### src/rtl/mem_stage_hs.sv
// MEM stage between EX and WB: waits for the data-memory response, aligns load data,
// selects the final result and forwards it to ID. Flush cancels a still-outstanding response.
module mem_stage_hs #(
    parameter  int DATA_W = 32,
    localparam int OFF_W  = $clog2(DATA_W/8)
) (
    input  logic              clk,
    input  logic              resetn,
    input  logic              es_to_ms_valid,
    output logic              ms_allowin,
    input  logic [4:0]        es_ld_op,
    input  logic              es_res_from_mem,
    input  logic              es_req_issued,
    input  logic [1:0]        es_res_sel,
    input  logic              es_gr_we,
    input  logic [4:0]        es_dest,
    input  logic [31:0]       es_alu_result,
    input  logic [31:0]       es_csr_rdata,
    input  logic [31:0]       es_pc,
    input  logic              es_is_exc,
    input  logic [31:0]       cnt_value_l,
    input  logic [31:0]       cnt_value_h,
    input  logic              data_sram_data_ok,
    input  logic [DATA_W-1:0] data_sram_rdata,
    input  logic              ms_flush,
    input  logic              ws_allowin,
    output logic              ms_to_ws_valid,
    output logic              ms_gr_we,
    output logic [4:0]        ms_dest,
    output logic [31:0]       ms_result,
    output logic [31:0]       ms_pc,
    output logic              ms_is_exc,
    output logic [4:0]        ms_to_ds_dest,
    output logic [31:0]       ms_to_ds_result,
    output logic              ms_to_ds_res_ok,
    output logic              ms_to_ds_is_exc,
    output logic [1:0]        ms_dbg_state,
    output logic              ms_dbg_proto_err
);

    // Handshake: a transfer happens in a cycle where the producer's valid and the
    // consumer's allowin are both high; valid never depends on allowin of the same stage.
    typedef enum logic [1:0] {
        S_EMPTY  = 2'd0,
        S_WAIT   = 2'd1,
        S_READY  = 2'd2,
        S_CANCEL = 2'd3
    } state_e;

    state_e state_q, state_d;

    logic [4:0]        ld_op_q;
    logic              res_from_mem_q;
    logic [1:0]        res_sel_q;
    logic              gr_we_q;
    logic [4:0]        dest_q;
    logic [31:0]       alu_result_q;
    logic [31:0]       csr_rdata_q;
    logic [31:0]       pc_q;
    logic              is_exc_q;
    logic [DATA_W-1:0] rdata_buf_q;

    logic   ready_go;
    logic   accept;
    logic   in_flight;
    logic   buf_capture;
    state_e accept_state;

    assign ready_go     = (state_q == S_READY) | ((state_q == S_WAIT) & data_sram_data_ok);
    assign ms_allowin   = (state_q != S_CANCEL) & ((state_q == S_EMPTY) | (ready_go & ws_allowin));
    assign accept       = es_to_ms_valid & ms_allowin & ~ms_flush;
    assign accept_state = es_req_issued ? S_WAIT : S_READY;
    assign in_flight    = (state_q == S_WAIT) | (state_q == S_READY);

    always_comb begin
        state_d     = state_q;
        buf_capture = 1'b0;
        unique case (state_q)
            S_EMPTY: begin
                if (accept) state_d = accept_state;
            end
            S_WAIT: begin
                if (ms_flush) begin
                    state_d = data_sram_data_ok ? S_EMPTY : S_CANCEL;
                end else if (data_sram_data_ok) begin
                    if (ws_allowin) begin
                        state_d = accept ? accept_state : S_EMPTY;
                    end else begin
                        state_d     = S_READY;
                        buf_capture = 1'b1;
                    end
                end
            end
            S_READY: begin
                if (ms_flush) state_d = S_EMPTY;
                else if (ws_allowin) state_d = accept ? accept_state : S_EMPTY;
            end
            S_CANCEL: begin
                if (data_sram_data_ok) state_d = S_EMPTY;
            end
            default: state_d = S_EMPTY;
        endcase
    end

    always_ff @(posedge clk or negedge resetn) begin
        if (!resetn) begin
            state_q <= S_EMPTY;
        end else begin
            state_q <= state_d;
        end
    end

    always_ff @(posedge clk or negedge resetn) begin
        if (!resetn) begin
            ld_op_q        <= '0;
            res_from_mem_q <= 1'b0;
            res_sel_q      <= '0;
            gr_we_q        <= 1'b0;
            dest_q         <= '0;
            alu_result_q   <= '0;
            csr_rdata_q    <= '0;
            pc_q           <= '0;
            is_exc_q       <= 1'b0;
        end else if (accept) begin
            ld_op_q        <= es_ld_op;
            res_from_mem_q <= es_res_from_mem;
            res_sel_q      <= es_res_sel;
            gr_we_q        <= es_gr_we;
            dest_q         <= es_dest;
            alu_result_q   <= es_alu_result;
            csr_rdata_q    <= es_csr_rdata;
            pc_q           <= es_pc;
            is_exc_q       <= es_is_exc;
        end
    end

    always_ff @(posedge clk or negedge resetn) begin
        if (!resetn) begin
            rdata_buf_q <= '0;
        end else if (buf_capture) begin
            rdata_buf_q <= data_sram_rdata;
        end
    end

    // Live response data while waiting gives zero added latency; the buffer covers WB stalls.
    logic [DATA_W-1:0] mem_data;
    logic [OFF_W-1:0]  off;
    logic [31:0]       word;
    logic [7:0]        byte_v;
    logic [15:0]       half_v;
    logic [31:0]       load_val;

    assign mem_data = (state_q == S_WAIT) ? data_sram_rdata : rdata_buf_q;
    assign off      = alu_result_q[OFF_W-1:0];

    generate
        if (DATA_W == 64) begin : g_word64
            assign word = off[OFF_W-1] ? mem_data[63:32] : mem_data[31:0];
        end else begin : g_word32
            assign word = mem_data[31:0];
        end
    endgenerate

    always_comb begin
        byte_v = word[7:0];
        unique case (off[1:0])
            2'd0: byte_v = word[7:0];
            2'd1: byte_v = word[15:8];
            2'd2: byte_v = word[23:16];
            2'd3: byte_v = word[31:24];
            default: byte_v = word[7:0];
        endcase
        half_v = off[1] ? word[31:16] : word[15:0];
    end

    always_comb begin
        load_val = word;
        if (ld_op_q[1])      load_val = {{24{byte_v[7]}}, byte_v};
        else if (ld_op_q[2]) load_val = {{16{half_v[15]}}, half_v};
        else if (ld_op_q[3]) load_val = {24'd0, byte_v};
        else if (ld_op_q[4]) load_val = {16'd0, half_v};
        else if (ld_op_q[0]) load_val = word;
    end

    always_comb begin
        ms_result = alu_result_q;
        if (res_from_mem_q) begin
            ms_result = load_val;
        end else begin
            unique case (res_sel_q)
                2'd0: ms_result = alu_result_q;
                2'd1: ms_result = csr_rdata_q;
                2'd2: ms_result = cnt_value_l;
                2'd3: ms_result = cnt_value_h;
                default: ms_result = alu_result_q;
            endcase
        end
    end

    assign ms_to_ws_valid   = ready_go & ~ms_flush;
    assign ms_gr_we         = gr_we_q;
    assign ms_dest          = dest_q;
    assign ms_pc            = pc_q;
    assign ms_is_exc        = is_exc_q;
    assign ms_to_ds_dest    = (in_flight & gr_we_q) ? dest_q : 5'd0;
    assign ms_to_ds_result  = ms_result;
    assign ms_to_ds_res_ok  = ready_go;
    assign ms_to_ds_is_exc  = in_flight & is_exc_q;
    assign ms_dbg_state     = state_q;
    // Only one request is ever outstanding, so a response outside WAIT/CANCEL is illegal.
    assign ms_dbg_proto_err = data_sram_data_ok & ((state_q == S_EMPTY) | (state_q == S_READY));

endmodule

### config.mk
export PLATFORM = sky130hd
export DESIGN_NAME = mem_stage_hs
export DESIGN_NICKNAME = d
export VERILOG_FILES = /design/src/rtl/mem_stage_hs.sv
export SDC_FILE = /design/constraint.sdc
export NUM_CORES = 1
export LEC_CHECK = 0
export BUFFER_PORTS_ARGS = -buffer_cell sky130_fd_sc_hd__buf_4
export CAP_MARGIN = 30
export CORE_MARGIN = 2
export CORE_UTILIZATION = 53
export DETAILED_ROUTE_END_ITERATION = 7
export GPL_ROUTABILITY_DRIVEN = 0
export PLACE_DENSITY = 0.86
export SYNTH_ARGS = -nofsm -noshare
export SYNTH_HDL_FRONTEND = slang
export SYNTH_SLANG_ARGS = --single-unit
### constraint.sdc
create_clock -name clk -period 6.5 [get_ports clk]
set_input_delay 0.325 -clock clk [delete_from_list [all_inputs] [get_ports clk]]
set_output_delay 0.325 -clock clk [all_outputs]
set_load 0.05 [all_outputs]
==> flow_metrics.env, run 1 <==
export IMPL_critPathCaptureType="output port"
export IMPL_post_route_min_period_ps=3782
export IMPL_die_y_um=129.0
export IMPL_first_pass_iters=5
export IMPL_die_w_um=129.0
export IMPL_synth_area_sq_mm=0.008284
export IMPL_grt_overflow=0
export IMPL_io_buffer_count=327
export IMPL_drv_slew=0
export IMPL_drc=0
export IMPL_layout_setup_ws_ps=2718
export IMPL_cts_buffers=17
export IMPL_diodes=0
export IMPL_cts_htree_levels=4
export IMPL_clock_fmax_mhz=264.4
export IMPL_worstSetupPathType="flip-flop to output port"
export IMPL_grt_total_usage_pct=30.13
export IMPL_rsz0062_at_grt="no"
export IMPL_num_vias=6578
export IMPL_start_util_pct=54.29
export IMPL_cts_root_buffer="clkbuf_16"
export IMPL_async_flop_share_pct=100.0
export IMPL_finalWirelength_mm=25.08
export IMPL_synth_most_common_cell="mux2_2"
export IMPL_layout_worst_path_cycle_share_pct=58.19
export IMPL_cp_top_family="buffers and inverters"
export IMPL_status="finished clean"
export IMPL_critPathRequiredTime_ps=6170
export IMPL_core_sq_mm=0.01526
export IMPL_synth_top_cell_area_share_pct=43.50
export IMPL_clock_latency_ps=420
export IMPL_grt_pass1_wl_mm=37.47
export IMPL_antenna_found_initial=0
export IMPL_synth_nets=861
export IMPL_clockBufferDepth=2
export IMPL_hold_viol=0
export IMPL_cts_repair_resized=0
export IMPL_area_growth_syn_to_layout_pct=35.46
export IMPL_crit_path_frequent_cell="buf_4"
export IMPL_avgSynthCellArea_sq_um=12.90
export IMPL_avgViaCountPerCell=5.755
export IMPL_maxCapViolCount=0
export IMPL_drive_gt1_share_pct=60.41
export IMPL_synth_edf_count=0
export IMPL_synth_seq_area_share_pct=43.50
export IMPL_drtIter0Drc=431
export IMPL_ys_seq_elements=144
export IMPL_ios=329
export IMPL_grt_max_degree=82
export IMPL_cp_max_fo=52
export IMPL_cts_tree="yes"
export IMPL_max_stage_delay_ps=610
export IMPL_crit_chain="inv_1, ha_2, buf_4, mux4_2, a21o_1, o21ai_0, o22ai_1, buf_4"
export IMPL_relSlewSlack_pct=35.00
export IMPL_rows=45
export IMPL_postCtsSetupRepairBufs=0
export IMPL_fill_cells=1020
export IMPL_crit_arrival_ps=3460
export IMPL_slowest_stage="mux4_2"
export IMPL_detail_route_wl_per_cell_um=21.94
export IMPL_synthFlopType="dfrtp_1"
export IMPL_nets=1138
export IMPL_tns_ps=0
export IMPL_die_area_sq_mm=0.01665
export IMPL_min_path_type="input pin to flip-flop"
export IMPL_ys_warn_count=0
export IMPL_clkTransAtPathRegs_ps=60
export IMPL_synth_area_top_cells="dfrtp_1 (43%), mux2_2 (20%), mux4_2 (11%), buf_4 (4.0%), mux2i_1 (3.5%)"
export IMPL_tightest_slew_ps=975.1
export IMPL_cts_sinks=144
export IMPL_postSynthCellCount=642
export IMPL_post_place_ws_ps=3128
export IMPL_grt_pass1_vias=6774
export IMPL_drtAntennaViolNets=0
export IMPL_worstSetupStartpointType="flip-flop"
export IMPL_fin_worst_skew_ps=6.252
export IMPL_netlist_top_cells_count="mux2_2 (148), dfrtp_1 (144), buf_4 (44)"
export IMPL_setup_viol=0
export IMPL_synth_largest_area_cell="dfrtp_1"
export IMPL_cp_num_buf_inv=3
export IMPL_dp_hpwl_mm=18.87
export IMPL_fin_util_pct=73.55
export IMPL_ys_types=47
[state kept, by name, indices dropped and copies added (netlist names)]
register / cells
alu_result_q: 32
csr_rdata_q: 32
ms_pc: 32
rdata_buf_q: 32
ms_dest: 5
ld_op_q: 4
ms_dbg_state: 2
res_sel_q: 2
ms_gr_we: 1
ms_is_exc: 1
res_from_mem_q: 1
[path summary, 6_finish.rpt]
kind,cells after the start,slack (ps),to,from
worst max-delay path,8,2720,ms_to_ds_result[31],ms_dbg_state[1]$_DFFE_PN0P_
worst min-delay path,2,130,alu_result_q[22]$_DFFE_PN0N_,es_alu_result[22]
worst max register to register,8,3090,csr_rdata_q[30]$_DFFE_PN0N_,ms_dbg_state[1]$_DFFE_PN0P_
worst min register to register,1,490,rdata_buf_q[6]$_DFFE_PN0P_,rdata_buf_q[6]$_DFFE_PN0P_
max in group asynchronous,3,4580,res_sel_q[0]$_DFFE_PN0N_,resetn
min in group asynchronous,2,500,rdata_buf_q[9]$_DFFE_PN0P_,resetn
[cell type report]
cell class	instances	area [sq um]	area share (%)
clock buffer	18	439.2	3.913
clock inverter	14	202.7	1.806
inverter	20	75.07	0.6690
multi-input combinational	400	4108	36.60
sequential	144	3605	32.12
tap	211	264.0	2.353
timing repair buffer	336	2529	22.53
[cells in the final DEF (no fill, tap or decap), types with 2 or more instances in the layout]
master	synthesis	layout
o21bai_1	2	2
nand4_1	2	2
and3_1	7	7
o21ai_0	10	10
mux2i_1	29	29
clkinv_4	0	2
and2_1	2	2
mux2_2	148	148
nand2_1	22	22
mux2_1	2	2
o22a_1	6	6
ha_1	5	4
bufinv_16	0	4
a31oi_1	2	2
clkbuf_16	0	17
nand2b_1	18	18
dfrtp_1	144	143
mux4_1	5	5
nand3_1	8	8
buf_4	44	334
clkinvlp_4	0	4
mux4_2	42	42
inv_1	20	20
o21a_1	8	8
o21ai_1	10	10
nand3b_1	2	2
o221ai_1	6	6
o22ai_1	19	19
a21oi_1	2	2
nor2_1	22	22
inv_6	0	4
nor2b_1	6	6
[timing repair]
item / in CTS / in global routing
endpoints found under the setup margin: 0 / 0
hold buffers: 1 / 0
endpoints found under the hold margin: 40 / 0
[worst reg2reg max path: stages (launching register included)]
cell      delay, ps
dfrtp_1         400
inv_1           100
ha_2            170
buf_4           340
a211o_1         410
nand3b_1         90
buf_4           570
buf_4           760
mux2_2          450
[metal layers]
metal  routed length (um)  GRT usage (%)  vias to the layer above
li1                     -              -                     2894
met5                    0              0                        -
met3                 1825          8.423                       35
met4                  564          10.04                        0
met2                12840          51.38                      291
met1                 9854          37.37                     3358
[metrics by stage]
| stage | instances | instance area, sq um | hold slack (ps) |
|---|---|---|---|
| after floorplan | 642 | 8284 | 29.41 |
| after global placement | 1110 | 10570 | 426.1 |
| after detailed placement | 1110 | 10570 | 427.6 |
| after CTS | 1143 | 11220 | 121.7 |
| after global routing | 1143 | 11220 | 120.7 |
| final | 1143 | 11220 | 134.5 |
[cell families after synthesis]
family / share of synthesized area, %
muxes: 36.90
buffers and inverters: 6.948
adders and majority gates: 0.7552
AOI/OAI and AO/OA: 6.344
and+or+nand+nor: 5.558
DFF: 43.50
Power of run 1 is left out: the tool's default activity adds up to more than one toggle a clock period on the data nets, which glitch-free logic cannot reach.
==> run 2: changes to the inputs <==
CORE_UTILIZATION = 45   (was 53)
PLACE_DENSITY = 0.78   (was 0.86)
clock period = 3.37 ns   (was 6.5 ns; I/O delays follow)
==> flow_metrics.env, run 2 (synthesis gave the netlist of run 1 again) <==
export IMPL_diodes=0
export IMPL_critPathRequiredTime_ps=3200
export IMPL_cp_max_fo=16
export IMPL_rows=49
export IMPL_crit_chain="inv_1, ha_2, mux4_2, a21o_1, o21ai_0, o22ai_1, buf_4"
export IMPL_fin_util_pct=70.30
export IMPL_final_cell_mix="buf_4 (333), mux2_2 (148), dfrtp_1 (142)"
export IMPL_finalWirelength_mm=27.59
export IMPL_setup_viol=0
export IMPL_r2r_start="ms_dbg_state[1]$_DFFE_PN0P_"
export IMPL_grt_max_degree=86
export IMPL_start_util_pct=45.96
export IMPL_cts_sinks=144
export IMPL_relSlewSlack_pct=38.89
export IMPL_grt_pass1_vias=7591
export IMPL_clock_fmax_mhz=324.4
export IMPL_hold_viol=0
export IMPL_io_buffer_count=327
export IMPL_worstSetupStartpointType="flip-flop"
export IMPL_num_vias=7104
export IMPL_slowest_stage="mux4_2"
export IMPL_crit_end="ms_result[20]"
export IMPL_antenna_found_initial=0
export IMPL_drive_gt1_share_pct=52.74
export IMPL_r2r_cells=7
export IMPL_status="finished clean"
export IMPL_wl_met2_mm=13.76
export IMPL_cts_htree_levels=4
export IMPL_drtAntennaViolNets=0
export IMPL_fin_worst_skew_ps=10.42
export IMPL_area_growth_syn_to_layout_pct=52.97
export IMPL_grt_overflow=0
export IMPL_dr_wl_met3_mm=2.033
export IMPL_worstSetupPathType="flip-flop to output port"
export IMPL_drtIter0Drc=358
export IMPL_layout_setup_ws_ps=287.8
export IMPL_crit_arrival_ps=2910
export IMPL_clock_latency_ps=430
export IMPL_first_pass_iters=4
export IMPL_die_w_um=139.7
export IMPL_max_stage_delay_ps=550
export IMPL_critPathCaptureType="output port"
export IMPL_top_layer_used="met4"
export IMPL_cts_tree="yes"
export IMPL_drv_slew=0
export IMPL_clkTransAtPathRegs_ps=70
export IMPL_wl_met1_mm=10.89
export IMPL_drc=0
export IMPL_ios=329
export IMPL_post_place_ws_ps=616.9
export IMPL_cts_buffers=17
export IMPL_final_common_cell="buf_4"
export IMPL_clockBufferDepth=2
export IMPL_dp_hpwl_mm=18.85
export IMPL_detail_route_wl_per_cell_um=21.16
export IMPL_regToRegEndpoint="alu_result_q[18]$_DFFE_PN0N_"
export IMPL_tns_ps=0
export IMPL_layout_worst_path_cycle_share_pct=91.46
export IMPL_rsz0062_at_grt="no"
export IMPL_r2r_slack_ps=920
export IMPL_grt_total_usage_pct=28.12
export IMPL_min_path_type="input pin to flip-flop"
export IMPL_grt_pass1_wl_mm=42.42
export IMPL_core_sq_mm=0.01802
export IMPL_nets=1281
export IMPL_avgViaCountPerCell=5.448
export IMPL_die_y_um=139.7
export IMPL_tightest_slew_ps=916.7
export IMPL_post_route_min_period_ps=3082
export IMPL_cts_root_buffer="clkbuf_16"
export IMPL_crit_path_start="ms_dbg_state[1]$_DFFE_PN0P_"
export IMPL_die_area_sq_mm=0.01951
export IMPL_maxCapViolCount=0
export IMPL_min_delay_start="data_sram_rdata[11]"
[run 2: routing by layer]
metal / up-vias / track usage [%]
li1: 3189 / -
met1: 3528 / 35.63
met2: 329 / 46.62
met3: 58 / 6.745
met4: 0 / 11.37
met5: - / 0
[run 2: worst max-delay path, delay by kind of cell, from the launching register on]
| family | cells | cell delay, ps |
|---|---|---|
| buf+inv | 2 | 350 |
| fa+ha+maj | 1 | 250 |
| compound gates | 3 | 900 |
| flops | 1 | 430 |
| mux | 1 | 550 |
[run 2: worst min path at each step]
stage / cells after the start / to / slack [ps]
finish: 2 / rdata_buf_q[11]$_DFFE_PN0P_ / 10
global route: 2 / rdata_buf_q[11]$_DFFE_PN0P_ / 9
CTS: 2 / rdata_buf_q[11]$_DFFE_PN0P_ / 0.6
detailed placement: 1 / rdata_buf_q[13]$_DFFE_PN0P_ / 300
global placement: 1 / rdata_buf_q[13]$_DFFE_PN0P_ / 290
floorplan: 0 / alu_result_q[0]$_DFFE_PN0N_ / -130
[run 2: through the flow]
stage	area (sq um)	hold WS, ps	std cells
after global placement	10670	293.0	1131
after floorplan	8284	-127.1	642
final	12670	12.72	1304
after detailed placement	10670	298.9	1131
after global routing	12670	8.530	1304
after CTS	12660	0.5745	1304
[run 2: repair_timing]
| item | 4_1_cts | 5_1_grt |
|---|---|---|
| hold buffers | 141 | 0 |
| endpoints found under the hold margin | 224 | 0 |
| resized for setup | 0 | 1 |
| setup buffers | 0 | 0 |
| endpoints found under the setup margin | 0 | 8 |
[run 2: final cells by class]
cell class | count | area (sq um)
multi-input cells | 400 | 4115
fillers | 1214 | 5353
clock buffers | 17 | 425.4
well taps | 229 | 286.5
repair buffers | 479 | 4003
flip-flops and latches | 144 | 3606
inverters | 20 | 75.07
clock inverters | 15 | 161.4
Power of run 2 is left out for the same reason.
==> run 3: changes to the inputs <==
==> constraint.sdc (replaced) <==
create_clock -name clk -period 3.37 [get_ports clk]
set_input_delay 0.674 -clock clk [delete_from_list [all_inputs] [get_ports clk]]
set_output_delay 0.674 -clock clk [all_outputs]
set_load 0.05 [all_outputs]
==> flow_metrics.env, run 3 (synthesis gave the netlist of run 1 again) <==
export IMPL_num_vias=6521
export IMPL_setup_viol=0
export IMPL_io_buffer_count=327
export IMPL_regToRegEndpoint="csr_rdata_q[14]$_DFFE_PN0N_"
export IMPL_crit_chain="inv_2, ha_4, mux4_2, a21o_4, o21ai_0, o22ai_1, buf_4"
export IMPL_die_w_um=139.7
export IMPL_grt_max_degree=112
export IMPL_die_area_sq_mm=0.01951
export IMPL_drtIter0Drc=323
export IMPL_hold_viol=0
export IMPL_worstSetupStartpointType="flip-flop"
export IMPL_avgViaCountPerCell=5.526
export IMPL_cts_htree_levels=4
export IMPL_rows=49
export IMPL_status="finished clean"
export IMPL_drive_gt1_share_pct=64.77
export IMPL_relSlewSlack_pct=43.80
export IMPL_critPathCaptureType="output port"
export IMPL_finalWirelength_mm=24.22
export IMPL_maxCapViolCount=0
export IMPL_grt_pass1_wl_mm=37.50
export IMPL_post_place_ws_ps=48.82
export IMPL_grt_total_usage_pct=24.74
export IMPL_max_stage_delay_ps=540
export IMPL_antenna_found_initial=0
export IMPL_nets=1157
export IMPL_clockBufferDepth=2
export IMPL_cts_sinks=144
export IMPL_drv_slew=0
export IMPL_post_route_min_period_ps=3274
export IMPL_worstSetupPathType="flip-flop to output port"
export IMPL_dp_hpwl_mm=18.21
export IMPL_detail_route_wl_per_cell_um=20.53
export IMPL_diodes=0
export IMPL_crit_arrival_ps=2600
export IMPL_rsz0062_at_grt="no"
export IMPL_min_path_type="input pin to async pin"
export IMPL_tns_ps=0
export IMPL_clock_latency_ps=420
export IMPL_grt_pass1_vias=6779
export IMPL_clock_fmax_mhz=305.5
export IMPL_final_cell_mix="buf_4 (348), mux2_2 (148), dfrtp_1 (140)"
export IMPL_ios=329
export IMPL_r2r_start="ms_dbg_state[1]$_DFFE_PN0P_"
export IMPL_fin_util_pct=64.75
export IMPL_first_pass_iters=5
export IMPL_cts_hold_buf=0
export IMPL_critPathRequiredTime_ps=2700
export IMPL_die_y_um=139.7
export IMPL_drtAntennaViolNets=0
export IMPL_area_growth_syn_to_layout_pct=40.89
export IMPL_r2r_cells=7
export IMPL_layout_worst_path_cycle_share_pct=97.14
export IMPL_cp_max_fo=16
export IMPL_slowest_stage="mux4_2"
export IMPL_clkTransAtPathRegs_ps=60
export IMPL_cts_buffers=17
export IMPL_cts_root_buffer="clkbuf_16"
export IMPL_cts_tree="yes"
export IMPL_start_util_pct=45.96
export IMPL_core_sq_mm=0.01802
export IMPL_r2r_slack_ps=920
export IMPL_fin_worst_skew_ps=9.029
export IMPL_drc=0
export IMPL_grt_overflow=0
export IMPL_layout_setup_ws_ps=96.25
export IMPL_fin_hold_ws_ps=298.9
export IMPL_final_common_cell="buf_4"
export IMPL_tightest_slew_ps=834.2
## run 3: worst max path at each step
stage	start	endpoint	slack, ps	cells after the start
6_report	ms_dbg_state[1]$_DFFE_PN0P_	ms_result[18]	100	7
5_1_grt	ms_dbg_state[1]$_DFFE_PN0P_	ms_to_ds_result[20]	4	7
4_1_cts	ms_dbg_state[1]$_DFFE_PN0P_	ms_to_ds_result[20]	7	7
3_5_place_dp	data_sram_rdata[23]	ms_result[17]	50	6
3_3_place_gp	data_sram_rdata[23]	ms_result[18]	70	6
2_1_floorplan	ms_dbg_state[1]$_DFFE_PN0P_	ms_to_ds_result[16]	-130	9
## run 3: per-stage QoR
step                cell area, sq um  std cells
finish                         11670       1180
detailed placement             10940       1138
floorplan                       8494        642
CTS                            11640       1180
global placement               10940       1138
global route                   11670       1180
## run 3: layout make-up
cell class / count / area, sq um
Clock inverter: 15 / 172.7
Timing Repair Buffer: 355 / 2735
Sequential cell: 144 / 3608
Clock buffer: 17 / 425.4
Multi-Input combinational cell: 400 / 4368
Inverter: 20 / 75.07
Fill cell: 1428 / 6354
Tap cell: 229 / 286.5
## run 3: what timing repair did
| action | 4_1_cts | 5_1_grt |
|---|---|---|
| gates resized for setup | 3 | 12 |
| setup buffers | 10 | 0 |
| pin swaps | 2 | 0 |
| endpoints found under the setup margin | 58 | 40 |
## run 3: routing by layer
metal	vias up	routed length [um]	GRT usage (%)
li1	2948	-	-
met4	0	670	9.842
met5	-	0	0
met2	263	11990	40.05
met1	3268	9755	31.88
met3	42	1799	6.504
## run 3: worst max-delay path, delay by kind of cell (launching register included)
family / cells / cell delay [ps]
buffers and inverters: 2 / 340
adders and majority gates: 1 / 180
muxes: 1 / 540
AOI/OAI and AO/OA: 3 / 670
DFF: 1 / 440
Power of run 3 is left out for the same reason.
